--- src/rtl/alu_pipe.sv ---
// ---------------------------------------------------------------------------
// alu_pipe -- two-stage pipelined ALU with valid/ready handshakes
//
// Stage 1 captures an operand bundle when it is accepted. Stage 2 computes
// the operation from the stage-1 bundle and holds the result and flags until
// downstream takes them. Back-pressure is complete: nothing is dropped,
// duplicated or bubbled. One operation per cycle is sustained while
// downstream is ready.
//
// Parameters
//   WIDTH      operand/result width in bits (4..32, default 8)
//
// Build option
//   ALU_PIPE_SHIFT_EN  when defined, opCodes C/D/E are SHL/SHR/ASR by one bit.
//                      When undefined they are treated as reserved opCodes.
//
// Ports
//   clk        clock, all state changes on the rising edge
//   rst_n      synchronous active-low reset
//   inValid    operand bundle valid
//   inReady    block accepts a bundle this cycle
//   opA, opB   operands
//   opCode     operation select:
//                0 ADD  1 ADC  2 SUB  3 SBC  4 INC  5 DEC  6 NEG  7 PASSB
//                8 AND  9 OR   A XOR  B NOTB C SHL  D SHR  E ASR  F reserved
//   outValid   result bundle valid
//   outReady   downstream accepts the result
//   result     operation result
//   v, c, n, z overflow, carry, negative and zero flags of the current result
//   illegalOp  current result came from an unimplemented opCode
// ---------------------------------------------------------------------------
module alu_pipe #(
    parameter int WIDTH = 8
) (
    input  logic             clk,
    input  logic             rst_n,
    input  logic             inValid,
    output logic             inReady,
    input  logic [WIDTH-1:0] opA,
    input  logic [WIDTH-1:0] opB,
    input  logic [3:0]       opCode,
    output logic             outValid,
    input  logic             outReady,
    output logic [WIDTH-1:0] result,
    output logic             v,
    output logic             c,
    output logic             n,
    output logic             z,
    output logic             illegalOp
);

    localparam logic [3:0] OP_ADD   = 4'h0;
    localparam logic [3:0] OP_ADC   = 4'h1;
    localparam logic [3:0] OP_SUB   = 4'h2;
    localparam logic [3:0] OP_SBC   = 4'h3;
    localparam logic [3:0] OP_INC   = 4'h4;
    localparam logic [3:0] OP_DEC   = 4'h5;
    localparam logic [3:0] OP_NEG   = 4'h6;
    localparam logic [3:0] OP_PASSB = 4'h7;
    localparam logic [3:0] OP_AND   = 4'h8;
    localparam logic [3:0] OP_OR    = 4'h9;
    localparam logic [3:0] OP_XOR   = 4'hA;
    localparam logic [3:0] OP_NOTB  = 4'hB;
`ifdef ALU_PIPE_SHIFT_EN
    localparam logic [3:0] OP_SHL   = 4'hC;
    localparam logic [3:0] OP_SHR   = 4'hD;
    localparam logic [3:0] OP_ASR   = 4'hE;
`endif

    typedef struct packed {
        logic [WIDTH-1:0] res;
        logic             v;
        logic             c;
        logic             ill;
    } aluRes_t;

    // Every arithmetic op is a single adder pass a + b + cin; the callers
    // pre-invert b or force a/cin to build SUB, DEC, NEG and friends.
    function automatic aluRes_t addOp(input logic [WIDTH-1:0] a,
                                      input logic [WIDTH-1:0] b,
                                      input logic             cin);
        aluRes_t    r;
        logic [WIDTH:0] sum;
        logic       carryIntoMsb;
        sum          = {1'b0, a} + {1'b0, b} + {{WIDTH{1'b0}}, cin};
        // The MSB sum bit is a^b^carryIn, so the carry into the MSB falls out
        // of the operand and sum MSBs without a second adder.
        carryIntoMsb = a[WIDTH-1] ^ b[WIDTH-1] ^ sum[WIDTH-1];
        r.res        = sum[WIDTH-1:0];
        r.c          = sum[WIDTH];
        r.v          = carryIntoMsb ^ sum[WIDTH];
        r.ill        = 1'b0;
        return r;
    endfunction

    function automatic aluRes_t logicOp(input logic [WIDTH-1:0] res);
        aluRes_t r;
        r.res = res;
        r.v   = 1'b0;
        r.c   = 1'b0;
        r.ill = 1'b0;
        return r;
    endfunction

`ifdef ALU_PIPE_SHIFT_EN
    function automatic aluRes_t shiftOp(input logic [WIDTH-1:0] res,
                                        input logic             cout);
        aluRes_t r;
        r.res = res;
        r.v   = 1'b0;
        r.c   = cout;
        r.ill = 1'b0;
        return r;
    endfunction
`endif

    function automatic aluRes_t aluCompute(input logic [3:0]       op,
                                           input logic [WIDTH-1:0] a,
                                           input logic [WIDTH-1:0] b,
                                           input logic             cf);
        aluRes_t r;
`ifdef ALU_PIPE_SHIFT_EN
        logic signed [WIDTH-1:0] aSigned;
        aSigned = $signed(a);
`endif
        r.res = '0;
        r.v   = 1'b0;
        r.c   = 1'b0;
        r.ill = 1'b1;
        case (op)
            OP_ADD:   r = addOp(a, b, 1'b0);
            OP_ADC:   r = addOp(a, b, cf);
            OP_SUB:   r = addOp(a, ~b, 1'b1);
            OP_SBC:   r = addOp(a, ~b, cf);
            OP_INC:   r = addOp(a, '0, 1'b1);
            OP_DEC:   r = addOp(a, '1, 1'b0);
            OP_NEG:   r = addOp('0, ~b, 1'b1);
            OP_PASSB: r = logicOp(b);
            OP_AND:   r = logicOp(a & b);
            OP_OR:    r = logicOp(a | b);
            OP_XOR:   r = logicOp(a ^ b);
            OP_NOTB:  r = logicOp(~b);
`ifdef ALU_PIPE_SHIFT_EN
            OP_SHL:   r = shiftOp({a[WIDTH-2:0], 1'b0}, a[WIDTH-1]);
            OP_SHR:   r = shiftOp({1'b0, a[WIDTH-1:1]}, a[0]);
            OP_ASR:   r = shiftOp(aSigned >>> 1, a[0]);
`endif
            // Reserved opCodes keep the all-zero, illegal defaults above
            default:  ;
        endcase
        return r;
    endfunction

    logic             vld_p1;
    logic [WIDTH-1:0] opA_p1;
    logic [WIDTH-1:0] opB_p1;
    logic [3:0]       opCode_p1;

    logic             vld_p2;
    logic [WIDTH-1:0] result_p2;
    logic             carryFlag;

    logic             accept;
    logic             s2Load;
    aluRes_t          aluNext;

    assign s2Load   = vld_p1 && (!vld_p2 || outReady);
    assign inReady  = !vld_p1 || s2Load;
    assign accept   = inValid && inReady;
    assign outValid = vld_p2;
    assign result   = result_p2;

    // ---- Stage 1: operand capture on acceptance ----
    always_ff @(posedge clk) begin
        if (!rst_n) begin
            vld_p1 <= 1'b0;
        end else if (accept) begin
            vld_p1 <= 1'b1;
        end else if (s2Load) begin
            vld_p1 <= 1'b0;
        end
    end

    always_ff @(posedge clk) begin
        if (accept) begin
            opA_p1    <= opA;
            opB_p1    <= opB;
            opCode_p1 <= opCode;
        end
    end

    // ---- Stage 2: compute and hold result/flags until transferred ----
    always_comb begin
        aluNext = aluCompute(opCode_p1, opA_p1, opB_p1, carryFlag);
    end

    // carryFlag follows the carry of each op entering stage 2; ops enter in
    // acceptance order, so ADC/SBC always see their predecessor's carry.
    always_ff @(posedge clk) begin
        if (!rst_n) begin
            vld_p2    <= 1'b0;
            result_p2 <= '0;
            v         <= 1'b0;
            c         <= 1'b0;
            n         <= 1'b0;
            z         <= 1'b0;
            illegalOp <= 1'b0;
            carryFlag <= 1'b0;
        end else if (s2Load) begin
            vld_p2    <= 1'b1;
            result_p2 <= aluNext.res;
            v         <= aluNext.v;
            c         <= aluNext.c;
            n         <= aluNext.res[WIDTH-1];
            z         <= ~|aluNext.res;
            illegalOp <= aluNext.ill;
            carryFlag <= aluNext.c;
        end else if (vld_p2 && outReady) begin
            vld_p2    <= 1'b0;
        end
    end

endmodule

--- config.mk ---
export PLATFORM = sky130hd
export DESIGN_NAME = alu_pipe
export DESIGN_NICKNAME = d
export VERILOG_FILES = /design/src/rtl/alu_pipe.sv
export SDC_FILE = /design/constraint.sdc
export NUM_CORES = 1
export LEC_CHECK = 0
export CORE_MARGIN = 2
export CORE_UTILIZATION = 29
export CTS_CLUSTER_DIAMETER = 150
export DETAILED_ROUTE_END_ITERATION = 12
export GPL_TIMING_DRIVEN = 0
export HOLD_SLACK_MARGIN = 0.15
export PLACE_DENSITY_LB_ADDON = 0.1
export SLEW_MARGIN = 10
export SYNTH_ARGS = -nofsm -noshare
export SYNTH_HDL_FRONTEND = slang
export SYNTH_SLANG_ARGS = --single-unit
--- constraint.sdc ---
create_clock -name clk -period 5.9 [get_ports clk]
set_input_delay 1.475 -clock clk [delete_from_list [all_inputs] [get_ports clk]]
set_output_delay 1.475 -clock clk [all_outputs]
set_load 0.01 [all_outputs]
Word-level counts from Yosys, hierarchy flattened

Cells that the tools add are included.

Logic and storage cells: 68
ROM bits: 0
Memory bits (writable): 0
Bits in latches: 0
Register bits after elaboration: 35
Input port bits: 24
Memories kept: 0

Divide/modulo/power cells: 0
Muxes and demuxes: 5
Reduce and logical (&&, ||, !) cells: 12
Equality and inequality tests: 11
Add/sub/neg operators: 8
$lt $le $gt $ge: 0
Shift operators: 0
Bitwise gates (word level): 21
$mul: 0

Operators with widths:

| kind                                                            | count |
|---|---|
| 11-bit case mux with 12 select lines                            | 1 |
| 8-bit by 1-bit adder with 9-bit output, second input constant   | 2 |
| 8-bit by 8-bit adder with 9-bit output                          | 2 |
| 9-bit by 1-bit adder with 9-bit output                          | 2 |
| 4-bit by 3-bit == test with 1-bit output, second input constant | 4 |
| 4-bit == test, second input constant                            | 4 |
| 1-bit XOR                                                       | 16 |
| 8-bit by 8-bit adder with 9-bit output, second input constant   | 1 |
| 9-bit by 1-bit adder with 9-bit output, second input constant   | 1 |
| 8-bit bitwise AND                                               | 1 |
| 4-bit by 2-bit == test with 1-bit output, second input constant | 2 |
| 8-bit NOT                                                       | 1 |
| 8-bit bitwise OR                                                | 1 |
| 8-bit OR reduction                                              | 1 |
| 8-bit XOR                                                       | 1 |
| 4-bit by 1-bit == test with 1-bit output, second input constant | 1 |
| 4-bit logical NOT                                               | 1 |
| 1-bit two-way mux                                               | 4 |
| 2-bit nonzero test                                              | 2 |
| 1-bit logical AND                                               | 3 |
| 1-bit logical NOT                                               | 3 |
| 1-bit logical OR                                                | 2 |
| 1-bit NOT                                                       | 1 |

Longest topological paths before layout

Depth after elaboration: 8
Mapped depth: 14
Gate-level depth less buffers: 14

Least setup slack after synthesis

OpenSTA, ideal clock, no wires.

Kind: input-to-output
Start point: in outReady
End point: out inReady
Buffers on the path: 0
Path slack: 2.611 ns
Data required time: 4.425 ns
Cell stages on the path: 2
Data arrival time: 1.814 ns
Cell sequence: nor2b_1 nand2_1

Cells in the longest elaborated chain, start to end: 3

Ends and longest elaborated chain:

| what              | RTL line | RTL |
|---|---|---|
| start, declared   | 43       | `input logic outReady,` |
| 1-bit logical OR  | 167      | `assign s2Load = vld_p1 && (!vld_p2 \|\| outReady);` |
| 1-bit logical AND | 167      |  |
| 1-bit logical OR  | 168      | `assign inReady = !vld_p1 \|\| s2Load;` |
| end, declared     | 38       | `output logic inReady,` |

No other way between the ends.

Worst setup path in the final report

Same ends and word-level chain as after synthesis.

==> impl_results.md <==
* ANT cells at 0
* Largest net degree at the start of global routing at 21
* H-tree depth at 2
* Port buffer count at 38
* Gate Count Post-Synth at 488
* Grt total ovfl at 0
* Syn. warnings at 0
* Synth unique cells at 76
* DR vias at 4080
* Leakage at between 1.5 and 2 nW
* DPL Wire Length at 11.3 mm
* Post-synth net total at ~550
* Setup_tns at 0 ns
* Worst Hold Class: reg2reg
* Layout cells sized above 1 at 0.0524
* CP bufs+invs at 2
* NetSw at roughly 0.00033 W
* FF-to-FF End: v
* IO Pins at 39
* Clock share of power at 0.321
* Final Util at 0.357
* CTS root buffer: clkbuf_16
* Most frequent CP cell: clkdlybuf4s50_1
* Fin cells at 710
* Async SR Flop Fraction at 0
* FMAX at 238 MHz
* 1st-iter DRT viols at 338
* Slowest stage cell, crit path: clkdlybuf4s50_1
* Int Power at 0.000590 W
* Area grow syn2layout at 19.2%
* First-pass iteration count of the detailed router at 5
* Chip height at ~120 microns
* Dominant synthesized flop cell: edfxtp_1
* Number of cells on the critical path at 4
* WS Path Type: in2out
* Max Cap Violations at 0
* Post-synthesis mux area share at 0.0256
* Crit path max fanout at 5
* CP cell instances: clkdlybuf4s50_1 > nor2b_1 > nand2_1 > clkdlybuf4s50_1
* Total die area at approximately 15000 sq um
* Synth Area in Compound Gates at 0.276
* Final setup fails at 0
* Setup crit start: outReady
* Die width at ~120 microns
* Clock Skew at around 0.0024 ns
* Clk buf depth at 2
* Adder-cell share of the synthesized area at 0.113
* Post-CTS Setup Bufs at 0
* Fin crit period at ~4.2 ns
* Syn Area/Cell at ~8 sq um
* Final wirelength at approximately 14 mm
* Post-synthesis sequential area ratio at 0.220
* Final Slew Violations at 0
* Crit path to: inReady
* Outcome: complete, no violations
* Synthesized flop and latch total at 34
* Clk slew on worst S/H paths at approximately 0.050 ns
* Crit start category: input pin
* FILL cells at between 1000 and 1500
* R2r startpoint: opA_p1[1]
* Arrival @ worst endpoint at 2.73 ns
* Final Hold Fails at 0
* Placed Cells at between 700 and 800
* Detail Route Antenna Nets at 0
* Post-Synth XOR/XNOR Area at 0.0744
* Worst Reg-to-Reg Cells at 10
* Vias in the first global route at 3927
* Routed len/inst at a little over 20 microns
* CORE AREA at 13300 sq um
* Total track usage at 0.201
* Final GP Congestion at between 0.8 and 0.9
* CTS sink count at 34
* Crit path capture type: output pin
* Gate power share at 0.368
* VDD IR max at between 0.08 and 0.09 mV
* CTS tree: yes
* CP max stage delay at ~0.49 ns
* Initial core utilization at 0.300
* Worst-margin pin slew at ~1.1 ns
* Net Sw Frac at 0.356
* Rows at 42
* Final Cycle Share at 0.713
* Simple-Gate Fraction of Synth Area at 0.232
* Sequential Power Share at 0.311
* Reg area at about 900 sq um
* Max transition margin at 0.269
* Initial antenna violation count at 0
* Post-synth EDFFs at 20
* Hold_buf cts at 0
* Post-CTS Resized at 0
* Area of the mapped netlist at between 4000 and 5000 sq um
* First-pass GRT wire length at 22.4 mm
* Via density at approximately 5.7
* Layout net count at ~590
* DRC viols at 0
* Multi-input gate area at 2890 sq um
* RSZ-0062 raised after global routing: no
* Largest family of logic cells by synthesized area: compound AO/OA/AOI/OAI gates
* R2R Setup Slk at between 1.5 and 2 ns
* Worst-Skew Late Latency at roughly 0.29 ns
* CTS Buf Count at 5
* Critical path's top delay family: buffers and inverters
* CP Data Required Time at ~4.4 ns
* Cell Pwr Density at approximately 190 nW/um^2
==> Yosys cell counts, types with 4 or more instances <==
master | n | area [sq um]
a21oi_1 | 22 | 110
o22ai_1 | 4 | 25.0
a211oi_1 | 13 | 97.6
buf_1 | 4 | 15.0
clkbuf_1 | 23 | 86.3
inv_1 | 29 | 109
o21ai_0 | 17 | 85.1
xnor2_1 | 24 | 210
and4_1 | 6 | 52.6
nor3_1 | 16 | 80.1
nor4_1 | 8 | 50.1
nand2b_1 | 13 | 81.3
nand2_1 | 26 | 97.6
and2_1 | 4 | 25.0
ha_1 | 33 | 413
or2_2 | 4 | 25.0
a311oi_1 | 6 | 52.6
nor2b_1 | 8 | 50.1
and3_1 | 5 | 31.3
nor2_1 | 30 | 113
dfxtp_1 | 14 | 280
o31ai_1 | 5 | 37.5
nor3b_1 | 4 | 30.0
nand4_1 | 11 | 68.8
a21o_1 | 4 | 30.0
nand3b_1 | 4 | 30.0
a31oi_1 | 8 | 50.1
o211ai_1 | 6 | 45.0
nand3_1 | 25 | 125
xor2_1 | 10 | 87.6
mux2i_1 | 8 | 80.1
o211a_1 | 5 | 50.1
edfxtp_1 | 20 | 601
==> stage by stage <==
| step | setup WS [ns] | hold WS, ns | power (W) | instance area (sq um) |
|---|---|---|---|---|
| 2_1_floorplan | 2.61 | 0.481 | 0.000509 | 4000 |
| 3_3_place_gp | 1.70 | 0.448 | 0.000619 | 4600 |
| 3_5_place_dp | 1.72 | 0.450 | 0.000619 | 4600 |
| 4_1_cts | 1.71 | 0.458 | 0.000916 | 4770 |
| 5_1_grt | 1.47 | 0.474 | 0.000965 | 4770 |
| 6_report | 1.70 | 0.457 | 0.000917 | 4770 |
==> power groups by stage <==
stage,combinational (W),clock [W],sequential (W)
6_report,0.000338,0.000294,0.000285
5_1_grt,0.000367,0.000311,0.000287
2_1_floorplan,0.000223,0,0.000286
3_3_place_gp,0.000330,0,0.000289
4_1_cts,0.000331,0.000300,0.000285
3_5_place_dp,0.000330,0,0.000290
==> placed cells by master (no fill, tap or decap), drive strengths merged, types with 5 or more instances in the layout <==
cell type,Yosys,routed
a31oi,8,8
xnor2,24,24
mux2i,8,8
xor2,10,10
nor2b,8,8
nand2,26,26
a211oi,14,14
o31ai,5,5
edfxtp,20,20
nor4,8,8
and3,5,5
nand2b,13,13
and4,6,6
clkdlybuf4s50,0,38
inv,29,29
nor3,16,16
a311oi,7,7
o211a,5,5
o21ai,19,19
ha,33,33
buf,8,8
o211ai,6,6
nand4,11,11
nand3,25,25
a21oi,22,22
clkbuf,23,31
nor2,30,30
dfxtp,14,14
==> sequential cells by signal, summed over array words and instances (netlist names) <==
signal / flops
z: 1
n: 1
v: 1
illegalOp: 1
opB_p1: 8
outValid: 1
carryFlag: 1
opCode_p1: 4
opA_p1: 8
vld_p1: 1
result: 7
==> worst reg2reg max path: cells and delay by family (launching register included) <==
family,cells,cell delay [ns]
fa+ha+maj,1,0.56
simple gates,1,0.42
flops,1,0.65
buf+inv,1,0.21
compound gates,7,2.13
==> how the worst min path moves through the flow <==
stage                          from         to  slack [ns]  cells after the start
after floorplan           illegalOp  illegalOp        0.48                      2
after global routing      result[3]  result[3]        0.47                      2
after CTS                 result[3]  result[3]        0.46                      2
after detailed placement  result[3]  result[3]        0.45                      2
final                     result[3]  result[3]        0.46                      2
after global placement    result[3]  result[3]        0.45                      2
==> layer usage <==
metal  vias up  part of all wire  GRT usage
li1       1953                 -          -
met1      1946              0.46      0.267
met2       150              0.44      0.313
met3        31             0.063     0.0414
met4         0             0.033     0.0920
met5         -                 0          0
==> kinds of logic after synthesis <==
kind of cell,after synthesis
adder cells (fa/ha/maj),35
multiplexers,9
AND/OR/NAND/NOR,172
AO/OA/AOI/OAI,144
XOR/XNOR,34
flip-flops,34
buffers and inverters,60
==> area by class of cell <==
class,count,area share
plain buffers,31,0.0260
inverters,29,0.0228
repair buffers,38,0.0798
flip-flops and latches,34,0.185
multi-input cells,394,0.605
well taps,176,0.0462
clock buffers,8,0.0352
Note: power is estimated with default switching activity, not from simulation.
